File: src/rtl/my_fetch.sv
// Instruction fetch controller: drives the PC register load, handshakes with
// instruction memory, and holds each fetched instruction for decode.
module my_fetch #(
    parameter logic [31:0] EXC_VEC = 32'h0000_0004
) (
    input  logic        clk,
    input  logic        rst,
    input  logic [31:0] pc_cur,
    output logic [31:0] pc_next,
    output logic        pc_ena,
    output logic        imem_req,
    output logic [31:0] imem_addr,
    input  logic        imem_ready,
    input  logic [31:0] imem_rdata,
    output logic [31:0] inst,
    output logic [31:0] inst_pc,
    output logic        inst_valid,
    input  logic        inst_ready,
    input  logic        redirect_valid,
    input  logic [31:0] redirect_target,
    input  logic        exc_valid
);

    typedef enum logic [1:0] {StIdle, StFetch, StHold} state_t;

    state_t state;
    logic   take_exc;
    logic   take_redir;
    logic   fetch_done;

    // Everything is gated by rst so nothing leaks out while reset is held.
    always_comb begin
        take_exc   = rst && exc_valid;
        take_redir = rst && redirect_valid;
        fetch_done = rst && (state == StFetch) && imem_ready;
        imem_req   = rst && (state == StFetch);
        pc_ena     = take_exc || take_redir || fetch_done;
        pc_next    = pc_cur;
        if (take_exc) begin
            pc_next = EXC_VEC;
        end else if (take_redir) begin
            pc_next = {redirect_target[31:2], 2'b00};
        end else if (fetch_done) begin
            pc_next = pc_cur + 32'd4;
        end
    end

    assign imem_addr = pc_cur;

    always_ff @(posedge clk) begin
        if (!rst) begin
            state      <= StIdle;
            inst       <= 32'h0;
            inst_pc    <= 32'h0;
            inst_valid <= 1'b0;
        end else if (exc_valid || redirect_valid) begin
            // Any returning memory data is wrong-path and is dropped here.
            inst_valid <= 1'b0;
            state      <= StFetch;
        end else begin
            unique case (state)
                StIdle: begin
                    state <= StFetch;
                end
                StFetch: begin
                    if (imem_ready) begin
                        inst       <= imem_rdata;
                        inst_pc    <= pc_cur;
                        inst_valid <= 1'b1;
                        state      <= StHold;
                    end
                end
                StHold: begin
                    if (inst_ready) begin
                        inst_valid <= 1'b0;
                        state      <= StFetch;
                    end
                end
                default: begin
                    state <= StIdle;
                end
            endcase
        end
    end

endmodule

File: config.mk
export PLATFORM = sky130hd
export DESIGN_NAME = my_fetch
export DESIGN_NICKNAME = d
export VERILOG_FILES = /design/src/rtl/my_fetch.sv
export SDC_FILE = /design/constraint.sdc
export NUM_CORES = 1
export LEC_CHECK = 0
export CORE_MARGIN = 2
export CORE_UTILIZATION = 38
export DETAILED_ROUTE_END_ITERATION = 12
export GPL_TIMING_DRIVEN = 0
export PLACE_DENSITY = 0.87
export SYNTH_ARGS = -nofsm -noshare
export SYNTH_HDL_FRONTEND = slang
export SYNTH_SLANG_ARGS = --single-unit
export TNS_END_PERCENT = 5
File: constraint.sdc
create_clock -name clk -period 4 [get_ports clk]
set_clock_uncertainty 0.2 [all_clocks]
set_input_delay 1 -clock clk [delete_from_list [all_inputs] [get_ports clk]]
set_output_delay 1 -clock clk [all_outputs]
set_load 0.02 [all_outputs]
Word level (Yosys, flattened, before mapping). Index checks and enable logic that the tools add are counted.

Reductions and logical operators: 14. Bitwise operators: 2. $add $sub $neg: 1. Multiplexer cells: 10. Equality and inequality tests: 6.

Operator list (number): $mux 32 (3); $add 32x3->32 const B (1); $pmux 2 s3 (1); $reduce_and 3->1 (2); $logic_and 1x1->1 (4); $mux 2 (2); $ne 2x2->1 const B (2); $reduce_and 2->1 (2); $logic_or 1x1->1 (3); $mux 1 (3); $ne 3x2->1 const B (1); $ne 3x3->1 const B (1); $eq 2x1->1 const B (1); $eq 2x2->1 const B (1); $logic_not 2->1 (1); $not 1->1 (2); $pmux 1 s2 (1); $reduce_bool 2->1 (1); $reduce_or 2->1 (1).

Output and inout bits: 131. Input bits: 102. Flip-flop bits (word level): 67.

Logic depth before layout (Yosys ltp). Gate-level depths: netlist of the first run.

Depth after elaboration: 6. Gate-level depth with buffers: 6. Mapped depth without buffers: 5.

Worst setup path after synthesis of the first run. Ideal clock, no wire load.

Kind: input to output. Start: input pc_cur[4]. End: output pc_next[25]. Cell stages on the path: 6. Arrival: 2.721 ns. Path slack: 0.079 ns. Required time: 2.800 ns. Cell sequence: clkbuf_1 > nand4_1 > or4_4 > buf_2 > o31a_1 > nor3_1.

Longest elaborated chain between the ends: 4.

RTL lines: from (decl) (line 8) `input logic [31:0] pc_cur,`; $add 32x3->32 (line 44) `pc_next = pc_cur + 32'd4;`; $mux 32 (line 43) `end else if (fetch_done) begin`; $mux 32 (line 41) `end else if (take_redir) begin`; $mux 32 (line 39) `if (take_exc) begin`; to (decl) (line 9) `output logic [31:0] pc_next,`.

No other way between the ends.

Worst setup path in the final report of the first run.
Start: input redirect_valid. End: output pc_next[31].

Longest elaborated chain between the ends: 3.

RTL lines: from (decl) (line 19) `input logic redirect_valid,`; $logic_and 1x1->1 (line 34) `take_redir = rst && redirect_valid;`; $mux 32 (line 41); $mux 32 (line 39).

No other way between the ends.

==> results of run 1 <==
==> layout make-up <==
cell class                 instances  share of cell area, %
multi-input combinational        394                   34.5
timing repair buffer             232                   33.0
sequential                        67                   20.4
buffer                            67                   6.17
tap                              136                   2.59
clock buffer                      10                   1.94
clock inverter                     6                  0.971
inverter                           7                  0.400
==> cell families after synthesis <==
family,count (synthesis),share of synthesized area (%)
buffers and inverters,77,10.5
DFF,67,34.3
xor gates and xnor gates,8,1.79
AOI/OAI and AO/OA,141,24.5
and+or+nand+nor,244,28.6
adders and majority gates,1,0.320
==> repair_timing <==
action,4_1_cts,5_1_grt
endpoints found under the hold margin,0,0
setup endpoints to repair,34,29
resized for setup,159,53
pin swaps,5,6
setup buffers,3,1
==> registers in the layout (all words and copies together), names as in the netlist <==
register	count
inst	32
inst_pc	32
state	2
inst_valid	1
==> cells in the mapped netlist, types with 2 or more instances <==
master	instances	area [um^2]
nor4_1	8	50.1
nand2_1	154	578
o31a_1	3	26.3
o221ai_1	2	17.5
xnor2_1	6	52.6
inv_1	7	26.3
and3_1	5	31.3
o31ai_1	4	30.0
or3_1	7	43.8
nor2_1	15	56.3
buf_4	32	240
dfxtp_1	67	1340
and2_1	5	31.3
a21boi_0	65	488
a211oi_1	4	30.0
nand3_1	11	55.1
o311ai_0	2	17.5
clkbuf_1	31	116
xor2_1	2	17.5
a311oi_1	7	61.3
nand4_1	5	31.3
buf_1	6	22.5
o21ai_0	32	160
a21oi_1	12	60.1
and4_1	3	26.3
or4_1	4	30.0
a31oi_1	8	50.1
nor3_1	16	80.1
==> through the flow <==
stage / util [%] / TNS, ns / hold slack (ns) / worst slack (ns) / area [um^2]
2_1_floorplan: - / 0 / 0.341 / 0.0790 / 3910
3_3_place_gp: 62.7 / -27.35 / 0.250 / -1.08 / 6360
3_5_place_dp: 62.7 / -28.39 / 0.259 / -1.15 / 6360
4_1_cts: 65.0 / -0.448 / 0.270 / -0.0834 / 6590
5_1_grt: 64.9 / -0.751 / 0.282 / -0.147 / 6580
6_report: 64.9 / -0.0698 / 0.266 / -0.0442 / 6580
==> worst max path at each step <==
| stage | from | to | slack (ns) | depth (start not counted) |
|---|---|---|---|---|
| 2_1_floorplan | pc_cur[4] | pc_next[25] | 0.08 | 6 |
| 3_3_place_gp | pc_cur[2] | pc_next[20] | -1.08 | 7 |
| 3_5_place_dp | pc_cur[2] | pc_next[20] | -1.15 | 7 |
| 4_1_cts | pc_cur[12] | pc_next[28] | -0.08 | 7 |
| 5_1_grt | redirect_valid | pc_next[31] | -0.15 | 5 |
| 6_report | redirect_valid | pc_next[31] | -0.04 | 5 |
==> worst max-delay path: cells and delay by family <==
| kind | cells | cell delay, ns |
|---|---|---|
| buf+inv | 2 | 0.71 |
| compound gates | 2 | 0.64 |
| simple gates | 1 | 0.49 |
==> per-layer routing <==
layer,part of all wire (%),global-route usage [%]
met3,9.2,7.48
met5,0,0
met4,2.5,9.24
met1,39,30.0
met2,49,44.8
==> where the power goes <==
group | switching [mW] | total, mW | internal, mW | leakage (nW)
clock network | 0.276 | 0.564 | 0.288 | 0.0927
registers | 0.00836 | 0.689 | 0.681 | 0.542
logic | 0.245 | 0.476 | 0.231 | 1.76
==> results.cfg, run 1 <==
[critical_path]
r2r_slack_ns = 1.53
crit_chain = clkdlybuf4s50_1, o21ai_2, or3b_2, o221ai_1, buf_2
rr_endpoint = inst_pc[2]
worstPathRequired_ns = 2.80
critPathLaunchType = input port
crit_path_end_kind = output port
cp_max_fo = 7
critical_path_class = in -> out
cpPeakStageDelay_ns = 0.49
arrival_ns = 2.84
reg2reg_from = state[0]
slowest_stage = clkdlybuf4s50_1
reg2regPathDepth = 6

[status]
failed_checks = negative setup slack
status = finished, violations left

[yosys]
netlist_instances = 538
synth_edf_count = 0
yosysWarnings = 0
post_synth.cell_area_avg_um2 = 7.27
ys_ff_latch = 67
synth_fp_nets = 641
async_flop_share_pct = 0
synthesis.area_um2 = 3910
ys_seq_area_share_pct = 34.3
ys_dominant_reg_cell = dfxtp_1
synthDistinctLibCells = 43

[run]
max-cap-violations = 0

[drt]
vias_per_cell = 5.22
drt-total-wl_mm = 15.0
ant_nets = 0
drtIter0Drc = 208
drc_errors = 0
dr.pass1.iters = 5
avgRoutedWirePerCell_um = 16.3
num_vias = 4800

[timing]
tightest_slew_ns = 0.643
fmax_ghz = 0.247
drv_slew = 0
rsz0062_at_grt = yes
fin_crit_ns = 4.04
hold_viol = 0
fin_crit_sh_pct = 101
relSlewSlack_pct = 57.1
worst_slack_ns = -0.0442
setup_viol = 2

[finish]
layout-drive-gt1-share_pct = 15.1
multi_input_area_um2 = 2270
layout_common_cells = clkdlybuf4s50_1, nand2_1, dfxtp_1
area_growth_pct = 68.2
seqCellArea_um2 = 1340
instances_no_fill = 919
antenna_cells = 0
nets = 881
layout_commonest_cell = clkdlybuf4s50_1
fillers = 897

[floorplanning]
dieArea_um2 = 11100
start_util_pct = 38.6
die_height_um = 105
core-area_um2 = 10100
pin_count = 233
die_width_um = 105
row_count = 37

[placed_design]
numPlacedInstances = 902
port-buffer-count = 228
post-dp-hpwl_mm = 11.4
globalplace.congestion = 0.821

[clocking]
cts.sinks = 67
clk_path_buf_depth = 2
clock_latency_ns = 0.34
clk_pin_slew_worst_paths_ns = 0.07
htreeDepth = 3
cts_made_buffers = 9
cts_tree = yes
cts_hold_buf = 0
root_buffer = clkbuf_8

[hold_path]
hold_path.class = reg -> reg
hold_path_startpoint = inst_pc[15]
hold_path_depth = 2
whs_endpoint = inst_pc[15]

[power_and_ir_drop]
power_mw = 1.73
max-vdd-ir-drop_v = 0.000201
leakage_nw = 2.39
p_per_area_nw_per_um2 = 263

[global_routing]
grt_pass1_vias = 4625
overflow = 0
antenna_found_initial = 0
grt_start_max_net_pins = 13
grt_pass1_wl_mm = 23.0
grtUsageTotal_pct = 25.8
Power figures use the tool's default switching activity.
==> inputs of run 2 (changes only) <==
Settings changed: ABC_AREA from default to 1, CORE_UTILIZATION 38 to 39, PLACE_DENSITY 0.87 to 0.88.
==> run 2 against run 1 <==
Net effect:
- the run now ends clean
- largest cell class unchanged
- die area grew 1.6%
- critical path depth rose by 6
- via count is 4.2% higher
- highest routed layer unchanged
- register-to-register slack better by 0.51 ns
- final cell count up 12%
- synthesized area up 4.4%
- sequential share of layout area is 0.91 points lower
- clock power grew 12%
==> results.cfg, run 2 <==
[yosys]
synth_top_area_cell = dfxtp_1
synth.most_common_cell = nor2_1
yosysWarnings = 0
synth_area_leaders = dfxtp_1, nor2_1, nand2_1, inv_1, buf_4
netlist_instances = 650
synthDistinctLibCells = 32
synth_common_cells = nor2_1, nand2_1, inv_1
post_synth.cell_area_avg_um2 = 6.28
netlist.area_leader.share_pct = 32.9
synthesis.area_um2 = 4080
ys_ff_latch = 67
synth_fp_nets = 753
async_flop_share_pct = 0
ys_seq_area_share_pct = 32.9
ys_dominant_reg_cell = dfxtp_1
synth_edf_count = 0

[timing]
hold_viol = 0
fin_crit_sh_pct = 97.5
drv_slew = 0
relSlewSlack_pct = 64.7
fin_crit_ns = 3.90
setup_viol = 0
finalSetupTns_ns = 0
fmax_ghz = 0.257
tightest_slew_ns = 0.529

[critical_path]
critPathLaunchType = input port
reg2reg_from = state[0]
r2r_slack_ns = 2.04
crit_path_end_kind = output port
rr_endpoint = inst[10]
arrival_ns = 2.70
cp_max_fo = 5
critical_path_class = in -> out
worstPathRequired_ns = 2.80
reg2regPathDepth = 6

[finish]
antenna_cells = 0
layout_common_cells = clkdlybuf4s50_1, nor2_1, nand2_1
layout-drive-gt1-share_pct = 13.0
post-route-util_pct = 67.2
area_growth_pct = 68.6
nets = 995
largestRegisters = inst: 32 flops, inst_pc: 32 flops, state: 2 flops
layout_commonest_cell = clkdlybuf4s50_1

[clocking]
cts_made_buffers = 9
clk_path_buf_depth = 2
cts_hold_buf = 0
cts_tree = yes
root_buffer = clkbuf_8
htreeDepth = 3
cts.sinks = 67
clock_latency_ns = 0.34
clk_pin_slew_worst_paths_ns = 0.08

[power_and_ir_drop]
swShare_pct = 30.6
p_clk_share_pct = 33.7
p_per_area_nw_per_um2 = 271
p_int_mw = 1.29
seqPwrFrac_pct = 37.7
combPwrFrac_pct = 28.6
leakage_nw = 3.26
max-vdd-ir-drop_v = 0.000272
switchingPower_uw = 570

[floorplanning]
die_width_um = 106
pin_count = 233
die_height_um = 106
start_util_pct = 39.9
dieArea_um2 = 11300
core-area_um2 = 10200
row_count = 37

[drt]
ant_nets = 0
dr.pass1.iters = 5
drt-total-wl_mm = 15.4
vias_per_cell = 4.84
num_vias = 5002
drtIter0Drc = 223
avgRoutedWirePerCell_um = 14.9
drc_errors = 0

[placed_design]
globalplace.congestion = 0.951
post-dp-hpwl_mm = 12.0
port-buffer-count = 230

[status]
status = finished clean

[hold_path]
hold_path_startpoint = inst_valid
hold_path.class = reg -> reg
whs_endpoint = inst_valid
hold_path_depth = 2

[global_routing]
grt_pass1_vias = 4887
grt_pass1_wl_mm = 24.2
antenna_found_initial = 0
grtUsageTotal_pct = 26.9
overflow = 0
grt_start_max_net_pins = 14

[run]
max-cap-violations = 0
## run 2: changes by cell type after synthesis, sizes merged, moves of 8 or more
cell	delta
o21ai	+50
nand4	+11
clkbuf	-14
a21oi	+19
nor4	-9
a31oi	-8
inv	+65
a21boi	-65
nor2	+154
nand2	-61
nand3	+22
## run 2: stage by stage
step	power [mW]	hold WS, ns	instance area [um^2]	instances	worst slack [ns]
after detailed placement	1.26	0.259	6550	1016	-0.622
after global placement	1.26	0.250	6550	1016	-0.606
after CTS	1.87	0.274	6810	1032	-0.102
after floorplan	0.962	0.315	4080	650	0.706
after global routing	1.95	0.299	6880	1033	-0.00229
final	1.86	0.268	6880	1033	0.102
## run 2: worst max-delay path: stages
cell and delay, ns:
dlygate4sd2_1 0.28, inv_1 0.15, nor2_4 0.16, nand2_2 0.13, nor2_4 0.17, nand2_1 0.11, o21ai_1 0.14, nand3_1 0.11
nand2_1 0.10, inv_1 0.04, dlygate4sd2_1 0.31
## run 2: cell type report
cell class	instances	area [um^2]
plain buffers	62	419
clock buffers	9	124
inverters	72	270
multi-input cells	449	2170
well taps	136	170
clock inverters	7	98.8
fillers	908	3350
flip-flops and latches	67	1340
repair buffers	231	2290
## run 2: repair_timing
item | 4_1_cts | 5_1_grt
buffers inserted | 0 | 1
pin swaps | 1 | 3
endpoints found under the setup margin | 33 | 26
gates resized for setup | 92 | 46
hold endpoints to repair | 0 | 0
## run 2: power groups by stage
stage | Sequential [mW] | Combinational (mW) | Clock (mW)
after floorplan | 0.743 | 0.219 | 0
after global placement | 0.716 | 0.540 | 0
after detailed placement | 0.717 | 0.544 | 0
after CTS | 0.702 | 0.528 | 0.642
after global routing | 0.705 | 0.572 | 0.675
final | 0.702 | 0.533 | 0.629
## run 2: worst max path at each step
| stage | endpoint | cells after the start | from |
|---|---|---|---|
| 6_report | pc_next[16] | 11 | pc_cur[5] |
| 5_1_grt | pc_next[16] | 11 | pc_cur[5] |
| 4_1_cts | pc_next[16] | 9 | imem_ready |
| 3_5_place_dp | pc_next[23] | 7 | rst |
| 3_3_place_gp | pc_next[16] | 12 | pc_cur[3] |
| 2_1_floorplan | pc_next[30] | 9 | pc_cur[2] |
## run 2: metal layers
metal	share of wire, %	up-vias	global-route usage (%)
li1	-	2530	-
met5	0	-	0
met4	1.9	0	10.2
met2	47	240	45.3
met3	9.6	30	7.79
met1	41	2202	32.3
## run 2: cell families after synthesis
logic type      share of synthesized area, %
compound gates                          15.1
xor+xnor                               0.859
fa+ha+maj                              0.307
buf+inv                                 16.4
flops                                   32.9
simple gates                            34.4
==> inputs of run 3 (changes only) <==
Settings changed: CORE_UTILIZATION 39 to 42, PLACE_DENSITY 0.88 to 0.87.
Clock period 4 ns to 4.9 ns, I/O delays scaled along.
==> run 3 against run 2 <==
Net effect:
- wire length rose by 4.9%
- utilization grew 5.7 points
- clock-buffer cell count rose by 2
- combinational power shrank 17%
- sequential power fell by 18%
- worst setup slack worse by 0.069 ns
- critical path depth fell by 1
- flip-flop and latch count unchanged
- register-to-register slack gained 1.0 ns
- sequential share of layout area up 0.22 points
- final area decreased by 1.1%
- first-iteration DRC count rose by 7.6%
- critical endpoint is now pc_next[25]
- largest cell class unchanged
- highest routed layer unchanged
==> results.cfg, run 3 (synthesis gave the netlist of run 2 again) <==
[clocking]
cts_tree = yes
clock_latency_ns = 0.34
cts.sinks = 67
clk_path_buf_depth = 2
root_buffer = clkbuf_8
clk_pin_slew_worst_paths_ns = 0.08
cts_hold_buf = 0
cts_made_buffers = 9
htreeDepth = 3

[global_routing]
grtUsageTotal_pct = 30.0
grt_start_max_net_pins = 13
grt_pass1_wl_mm = 24.5
antenna_found_initial = 0
overflow = 0
grt_pass1_vias = 4873

[timing]
rsz0062_at_grt = yes
relSlewSlack_pct = 57.6
fin_crit_ns = 4.87
fmax_ghz = 0.205
fin_crit_sh_pct = 99.3
hold_viol = 0
drv_slew = 0
worst_slack_ns = 0.0327
tightest_slew_ns = 0.635
fin_hold_ws_ns = 0.270
setup_viol = 0
finalSetupTns_ns = 0

[finish]
layout_common_cells = clkdlybuf4s50_1, nor2_1, nand2_1
layout-drive-gt1-share_pct = 9.81
antenna_cells = 0
post-route-util_pct = 73.0
largestRegisters = inst: 32 flops, inst_pc: 32 flops, state: 2 flops
fillers = 795
area_growth_pct = 66.8
nets = 995
layout_commonest_cell = clkdlybuf4s50_1

[status]
status = finished clean

[drt]
avgRoutedWirePerCell_um = 15.7
vias_per_cell = 5.00
num_vias = 5127
drtIter0Drc = 240
drt-total-wl_mm = 16.1
ant_nets = 0
dr.pass1.iters = 4
drc_errors = 0

[critical_path]
critical_path_class = in -> out
arrival_ns = 3.44
worstPathRequired_ns = 3.47
cp_max_fo = 6
crit_path_end_kind = output port
critPathLaunchType = input port

[floorplanning]
die_width_um = 103
pin_count = 233
dieArea_um2 = 10500
die_height_um = 103
core-area_um2 = 9330
start_util_pct = 43.7
row_count = 35

[power_and_ir_drop]
max-vdd-ir-drop_v = 0.000205
power_mw = 1.51
leakage_nw = 3.18
p_per_area_nw_per_um2 = 222

[placed_design]
port-buffer-count = 230
post-dp-hpwl_mm = 12.6
post-place-ws_ns = -0.199
globalplace.congestion = 0.974

[hold_path]
hold_path.class = reg -> reg

[run]
max-cap-violations = 0
-- run 3: worst paths after layout --
| check | start | to | slack [ns] | cells after the start |
|---|---|---|---|---|
| max | pc_cur[12] | pc_next[25] | 0.03 | 10 |
| min | inst_valid | inst_valid | 0.27 | 2 |
| max reg2reg | state[0] | inst[29] | 3.06 | 6 |
| min reg2reg | inst_valid | inst_valid | 0.27 | 2 |
-- run 3: metrics by stage --
stage / instance area, um^2 / cells
2_1_floorplan: 4080 / 650
3_3_place_gp: 6540 / 1009
3_5_place_dp: 6540 / 1009
4_1_cts: 6760 / 1025
5_1_grt: 6810 / 1026
6_report: 6810 / 1026
-- run 3: report_power, final --
group | switching (mW) | leakage (nW) | internal (mW)
Sequential | 0.0105 | 0.544 | 0.563
Combinational | 0.230 | 2.53 | 0.214
Clock | 0.227 | 0.106 | 0.265
-- run 3: layout make-up --
class,instances,area [um^2],area share [%]
clock inverters,5,60.1,0.883
well taps,129,161,2.37
flip-flops and latches,67,1340,19.7
inverters,72,270,3.97
clock buffers,11,151,2.22
repair buffers,231,2310,34.0
plain buffers,62,404,5.94
multi-input cells,449,2100,30.9
-- run 3: timing repair --
item,in CTS,in global routing
pin swaps,1,2
gates resized for setup,18,17
setup endpoints to repair,23,21
setup buffers,0,1
-- run 3: layer usage --
metal  track usage, %  share of wire [%]  up-vias
li1                 -                  -     2529
met1             36.9                 41     2307
met3             8.81                 10       26
met4             11.3                2.1        0
met2             49.9                 47      265
met5                0                  0        -
-- run 3: critical path, stage by stage --
cell	delay (ns)
clkdlybuf4s50_1	0.63
nand2_1	0.16
nor2_4	0.18
nand3_1	0.13
nor2_2	0.21
nand4_1	0.11
nand3_1	0.11
nand2_1	0.06
inv_1	0.05
clkdlybuf4s50_1	0.59
